==> src/rtl/uart_tx_fifo.sv <==
// rtl/uart_tx_fifo.sv - byte staging FIFO that paces launches into the UART transmitter (optional UART_TXF_WATERMARK_EN adds almost_full)
module uart_tx_fifo #(
    parameter int DATA_W       = 8,
    parameter int DEPTH        = 16,
    parameter int ADDR_W       = 4,
    parameter int BUSY_TIMEOUT = 4
`ifdef UART_TXF_WATERMARK_EN
    ,
    parameter int AF_LEVEL     = DEPTH - 2
`endif
) (
    input  logic              clk,
    input  logic              rst,
    input  logic              wr_en,
    input  logic [DATA_W-1:0] wr_data,
    input  logic              tx_busy,
    input  logic              clr_ovf,
    output logic              tx_start,
    output logic [DATA_W-1:0] tx_data,
    output logic              full,
    output logic              empty,
    output logic [ADDR_W:0]   count,
    output logic              overflow
`ifdef UART_TXF_WATERMARK_EN
    ,
    output logic              almost_full
`endif
);

    localparam int TMR_W = $clog2(BUSY_TIMEOUT) + 1;

    typedef enum logic [1:0] {IDLE, LAUNCH, WAIT_BUSY, WAIT_DONE} state_t;

    state_t              state;
    logic [DATA_W-1:0]   mem [DEPTH];
    logic [ADDR_W-1:0]   wr_ptr;
    logic [ADDR_W-1:0]   rd_ptr;
    logic [TMR_W-1:0]    timer;
    logic                push;
    logic                pop;
    logic [ADDR_W:0]     count_next;

    // full/empty come straight from the occupancy counter, so no pointer-compare ambiguity
    assign full  = (count == (ADDR_W+1)'(DEPTH));
    assign empty = (count == '0);

    // a push while full is dropped even if a pop frees a slot on the same edge
    assign push = wr_en && !full;
    assign pop  = (state == IDLE) && !empty && !tx_busy;

    // next occupancy; shared by the count register and the watermark flag
    always_comb begin
        count_next = count;
        if (push && !pop) begin
            count_next = count + (ADDR_W+1)'(1);
        end else if (pop && !push) begin
            count_next = count - (ADDR_W+1)'(1);
        end
    end

    // storage write; contents deliberately survive reset
    always_ff @(posedge clk) begin
        if (push) begin
            mem[wr_ptr] <= wr_data;
        end
    end

    // pointers and occupancy; pointers wrap naturally at DEPTH
    always_ff @(posedge clk) begin
        if (rst) begin
            wr_ptr <= '0;
            rd_ptr <= '0;
            count  <= '0;
        end else begin
            if (push) begin
                wr_ptr <= wr_ptr + ADDR_W'(1);
            end
            if (pop) begin
                rd_ptr <= rd_ptr + ADDR_W'(1);
            end
            count <= count_next;
        end
    end

    // sticky overflow; a new overflow beats a clear on the same edge
    always_ff @(posedge clk) begin
        if (rst) begin
            overflow <= 1'b0;
        end else if (wr_en && full) begin
            overflow <= 1'b1;
        end else if (clr_ovf) begin
            overflow <= 1'b0;
        end
    end

    // launch sequencer: pop in IDLE, pulse in LAUNCH, then follow tx_busy or time out
    always_ff @(posedge clk) begin
        if (rst) begin
            state    <= IDLE;
            tx_start <= 1'b0;
            tx_data  <= '0;
            timer    <= '0;
        end else begin
            tx_start <= 1'b0;
            case (state)
                IDLE: begin
                    if (pop) begin
                        tx_data  <= mem[rd_ptr];
                        tx_start <= 1'b1;
                        state    <= LAUNCH;
                    end
                end
                LAUNCH: begin
                    timer <= '0;
                    state <= WAIT_BUSY;
                end
                WAIT_BUSY: begin
                    if (tx_busy) begin
                        state <= WAIT_DONE;
                    end else if (timer == TMR_W'(BUSY_TIMEOUT - 1)) begin
                        state <= IDLE;
                    end else begin
                        timer <= timer + TMR_W'(1);
                    end
                end
                WAIT_DONE: begin
                    if (!tx_busy) begin
                        state <= IDLE;
                    end
                end
                default: state <= IDLE;
            endcase
        end
    end

`ifdef UART_TXF_WATERMARK_EN
    // watermark tracks the same edge as count
    always_ff @(posedge clk) begin
        if (rst) begin
            almost_full <= 1'b0;
        end else begin
            almost_full <= (count_next >= (ADDR_W+1)'(AF_LEVEL));
        end
    end
`endif

endmodule

==> config.mk <==
export PLATFORM = sky130hd
export DESIGN_NAME = uart_tx_fifo
export DESIGN_NICKNAME = d
export VERILOG_FILES = /design/src/rtl/uart_tx_fifo.sv
export SDC_FILE = /design/constraint.sdc
export NUM_CORES = 1
export LEC_CHECK = 0
export ABC_AREA = 1
export CORE_MARGIN = 5
export CORE_UTILIZATION = 60
export CTS_CLUSTER_SIZE = 25
export DETAILED_ROUTE_END_ITERATION = 16
export PLACE_DENSITY = 0.87
export SYNTH_ARGS = -nofsm -noshare
export SYNTH_HDL_FRONTEND = slang
export SYNTH_SLANG_ARGS = --single-unit
==> constraint.sdc <==
create_clock -name clk -period 2.54 [get_ports clk]
set_clock_uncertainty 0.05 [all_clocks]
set_input_delay 0.381 -clock clk [delete_from_list [all_inputs] [get_ports clk]]
set_output_delay 0.381 -clock clk [all_outputs]
set_load 0.02 [all_outputs]
==> results of run 1 <==
## metrics by stage
step	util	hold WS (ps)	instance area [um2]
after floorplan	-	395.2	6822
after global placement	0.6508	399.8	7336
after detailed placement	0.6508	417.7	7336
after CTS	0.7035	451.1	7930
after global routing	0.7037	471.7	7933
final	0.7037	438.3	7933
## cell families after synthesis
family | share of synthesized area
buffers and inverters | 0.07795
AND/OR/NAND/NOR | 0.2280
AO/OA/AOI/OAI | 0.02018
flip-flops | 0.6456
adder cells (fa/ha/maj) | 0.02311
XOR/XNOR | 0.005137
## worst paths after layout
kind / from / to / slack [ps] / depth (start not counted)
setup reg to reg: count[0] / count[4] / 140 / 13
setup / recovery: count[0] / count[4] / 140 / 13
hold reg to reg: overflow / overflow / 440 / 2
hold / removal: overflow / overflow / 440 / 2
## layout by cell type (no fill, tap or decap), drive strengths merged, types with 5 or more instances in the layout
cell type / count
nand2: 231
clkbuf: 23
inv: 101
a21oi: 12
buf: 25
dfxtp: 28
nand3: 94
edfxtp: 128
nor2: 47
clkdlybuf4s50: 29
o21ai: 5
clkinv: 7
ha: 11
## power by group through the flow
stage / sequential (mW) / clock (mW) / combinational (mW)
2_1_floorplan: 3.20 / 0 / 1.50
3_3_place_gp: 3.09 / 0 / 2.24
3_5_place_dp: 3.11 / 0 / 2.35
4_1_cts: 3.05 / 2.49 / 2.41
5_1_grt: 3.07 / 2.60 / 2.70
6_report: 3.05 / 2.49 / 2.46
## metal layers
layer	vias up	wire, um
met5	-	0
met4	0	608
met3	68	1661
met2	335	8203
met1	2418	6107
li1	2367	-
## flip-flops by register name, indices dropped and copies added, names as in the netlist
signal and cells:
rd_ptr 4, tx_start 1, timer 3, wr_ptr 4
tx_data 8, overflow 1, mem 128, count 5
state 2
## critical path, stage by stage (launching register included)
cell and delay, ps:
dfxtp_1 350, nor2_1 160, nand4_1 170, nand2_2 160
inv_2 70, ha_1 240, inv_1 150, ha_1 300
a21oi_1 260, nand2_1 90, o21ai_0 90, nand2_1 70
nand2_1 60, a21oi_1 60
## area by class of cell
| cell class | instances | area, um2 | share of cell area |
|---|---|---|---|
| Clock buffer | 23 | 521.8 | 0.06577 |
| Timing Repair Buffer | 54 | 490.5 | 0.06183 |
| Tap cell | 143 | 178.9 | 0.02256 |
| Inverter | 100 | 375.4 | 0.04732 |
| Clock inverter | 9 | 72.57 | 0.009148 |
| Multi-Input combinational cell | 418 | 1888 | 0.2380 |
| Sequential cell | 156 | 4405 | 0.5554 |
## repair_timing
action | CTS | global route
setup endpoints to repair | 0 | 1
resized for setup | 0 | 1
endpoints found under the hold margin | 0 | 0
==> out/results.ini, run 1 <==
[status]
status=completed

[route]
drcViolationCount=0
vias=5188
wirelength_um=16580
via_per_inst=5.745
drt-wirelength-per-cell_um=18.36
dr.pass1.iters=8
ant_nets=0
drtIter0Drc=640

[finish]
antenna_cells=0
drive_gt1_frac=0.08026
nNetsFinal=772
fillers=755
syn_to_final_growth_pct=16.29
fin_cells=903

[power_and_ir_drop]
leakagePower_nw=3.374
p_int_mw=5.216
p_sw_mw=2.794
p_comb_frac=0.308
pwr-share-seq=0.381
pwr-share-clk=0.311
peakVddDrop_v=0.0008782
power.total_mw=8.009
power_density_nw_per_um2=1010
switching_share=0.3488

[clock_network]
cts_buffers=17
clk_pin_slew_worst_paths_ps=60
insertion_delay_ps=430
cts_tree=done
ctsHoldBuffers=0
cts_max_path_buffers=2
postCtsSetupBuffers=0
htree_levels=4
clock_sinks=156
cts_root_buffer=clkbuf_16

[flow_run]
cap_violations=0

[logic_synthesis]
synth-seq-cells=156
yosysMostFrequentCell=nand2_1
yosysWarnings=0
synthArstFlopShare=0
synth_top_area_share=0.5635
synth_fp_nets=728
synth_edf_count=128
synthFlopType=edfxtp_1
netlist_area_um2=6822
synthesis.instances=703
ys_seq_area_frac=0.6456
synth_top_area_cell=edfxtp_1
ys_top_cells_by_count=nand2_1, edfxtp_1, inv_1, nand3_1, nor2_1
synth.distinct_cells=30
avgSynthCellArea_um2=9.703
synthTopCellsByArea=edfxtp_1, nand2_1, dfxtp_1

[critical_path]
crit_type=register to register
path_max_fanout=5
crit_path_end_kind=register
critical_path_required_ps=2790
critPathLaunchType=register
arrival_ps=2650

[placement]
place_congestion=0.8996
pre_cts_slack_ps=17.49
hpwl_um=9880
portBuffers=29
dp_cells=871

[sta]
slew_headroom=0.2209
rsz0062_at_grt=no
setup_violations=0
final.min_clock_period_ps=2396
period_share=0.9435
fmax_mhz=417.3
hold_viol=0
tightest_slew_ps=1167
worst_slack_ps=143.5
slew_viol_final=0
finalSetupTns_ps=0

[grt]
met3_usage=0.06528
grt_pass1_wl_um=26000
grt_max_degree=68
track_usage=0.2587
overflow=0
grt_pass1_vias=5132
use_met1=0.3148
grt-busiest-layer=met2
grt_antenna_before_repair=0
use_met2=0.4394

[floorplan]
fp.coreArea_um2=11270
die_x_um=116.6
dieArea_um2=13600
pin_count=30
die_h_um=116.6
initial_core_util=0.6052
rows=39

[min_path]
hp-class=register to register

Power figures use the tool's default switching activity.
==> inputs of run 2 (changes only) <==
CORE_ASPECT_RATIO = 0.8   (was unset)
CTS_CLUSTER_SIZE = unset   (was 25)
PLACE_DENSITY = 0.76   (was 0.87)
==> run 2 against run 1 <==
Global-route usage down 2.5 points. Flip-flop and latch count unchanged. Register-to-register slack better by 200 ps. First-iteration DRC count down 8.0%. Combinational power down 2%. Non-clock buffer count down 1. Critical path depth down 9. Worst hold slack worse by 21 ps. Total power down 0.61%. Maximum frequency up 8.5%. Critical path type is now register to primary output.
==> out/results.ini, run 2 (synthesized netlist as in run 1, its figures left out) <==
[placement]
place_congestion=0.8634
portBuffers=29
dpl_cell_area_um2=7342
hpwl_um=9594

[floorplan]
rows=34
die_x_um=129.2
die_h_um=105.4
dieArea_um2=13610
fp.coreArea_um2=11020
pin_count=30
initial_core_util=0.6191

[finish]
layout_common_cells=nand2_1, edfxtp_1, inv_1, nand3_1, nor2_1
drive_gt1_frac=0.07905
largest_reg_flops=128
antenna_cells=0
fin_area_um2=7933
nNetsFinal=771
largest_registers=mem: 128 flops, tx_data: 8 flops, count: 5 flops
mostFrequentLayoutCell=nand2_1
fin_util=0.7200
syn_to_final_growth_pct=16.29
top_register=mem

[sta]
hold_viol=0
finalSetupTns_ps=0
final.min_clock_period_ps=2210
setup_violations=0
fmax_mhz=452.6
tightest_slew_ps=1170
rsz0062_at_grt=no
period_share=0.8699
slew_headroom=0.2191
hold_slack_ps=417.4
slew_viol_final=0

[critical_path]
crit_path_end_kind=primary output
reg2reg_to=count[3]
path_max_fanout=5
critPathLaunchType=register
cp-startpoint=count[0]
critPathTopFamily=buffers and inverters
path_cells=nor2_1 -> nand4_1 -> inv_1 -> clkdlybuf4s50_1
arrival_ps=1780
critical_path_required_ps=2110
cpPeakStageDelay_ps=600
cp.depth=4
rrSetupSlack_ps=340
crit_path_end=empty
crit_slowest_cell=clkdlybuf4s50_1
crit_type=register to primary output
cp_num_buf_inv=2
r2r_cells=12
reg2reg_from=count[0]

[grt]
overflow=0
grt_pass1_vias=4700
grt_antenna_before_repair=0
grt_max_degree=66
grt_pass1_wl_um=24080
track_usage=0.2333

[route]
drt-wirelength-per-cell_um=16.95
via_per_inst=5.474
vias=4943
drcViolationCount=0
ant_nets=0
drtIter0Drc=589
wirelength_um=15300
dr.pass1.iters=7

[clock_network]
clk_pin_slew_worst_paths_ps=60
cts_root_buffer=clkbuf_16
htree_levels=4
cts_tree=done
clock_sinks=156
cts_resized=0
cts_max_path_buffers=2
cts_buffers=17
ctsHoldBuffers=0
insertion_delay_ps=420
postCtsSetupBuffers=0

[power_and_ir_drop]
p_int_mw=5.250
leakagePower_nw=3.383
pwr-share-seq=0.387
p_sw_mw=2.711
peakVddDrop_v=0.0005845
switching_share=0.3406
power_density_nw_per_um2=1004
pwr-share-clk=0.311
p_comb_frac=0.302

[flow_run]
cap_violations=0

[status]
status=completed

[min_path]
hold_depth=2
hp-class=register to register

==> run 2: changes by cell type in the layout (fill, tap and decap cells not counted), moves of 2 or more <==
cell and change:
clkinv_4 -2, clkinv_2 +4, inv_4 +2, buf_4 -2, inv_6 -3
==> run 2: worst min-delay path by stage <==
| stage | from | to | slack (ps) |
|---|---|---|---|
| after detailed placement | overflow | overflow | 410 |
| after global placement | overflow | overflow | 400 |
| final | overflow | overflow | 420 |
| after global routing | timer[0] | timer[0] | 450 |
| after floorplan | timer[0] | timer[0] | 400 |
| after CTS | overflow | overflow | 420 |
==> run 2: power groups by stage <==
| stage | Clock, mW | Combinational (mW) | Sequential, mW |
|---|---|---|---|
| after global routing | 2.63 | 2.63 | 3.10 |
| after floorplan | 0 | 1.50 | 3.20 |
| after CTS | 2.50 | 2.38 | 3.08 |
| after global placement | 0 | 2.30 | 3.12 |
| after detailed placement | 0 | 2.36 | 3.13 |
| final | 2.48 | 2.40 | 3.08 |
==> run 2: cell type report <==
| class | count | area, um2 |
|---|---|---|
| clock buffer | 24 | 540.5 |
| clock inverter | 8 | 50.05 |
| fill | 764 | 3085 |
| inverter | 100 | 375.4 |
| multi-input combinational | 418 | 1886 |
| sequential | 156 | 4405 |
| tap | 144 | 180.2 |
| timing repair buffer | 53 | 495.5 |
==> run 2: per-stage QoR <==
step                      power [mW]  instances  setup WS [ps]
after global routing           8.363        903          163.3
after CTS                      7.958        903          319.2
after floorplan                4.697        703          337.4
after detailed placement       5.486        871          77.86
after global placement         5.415        871          167.8
final                          7.961        903          330.4
==> run 2: worst min-delay path: stages, from the launching register on <==
cell     delay, ps
dfxtp_1        310
nand2_1         60
a21oi_1         50
==> run 2: routing by layer <==
layer,track usage,up-vias,routed length (um)
met4,0.08771,0,320
li1,-,2361,-
met3,0.05612,33,1253
met5,0,-,0
met1,0.3192,2336,6347
met2,0.3643,213,7381
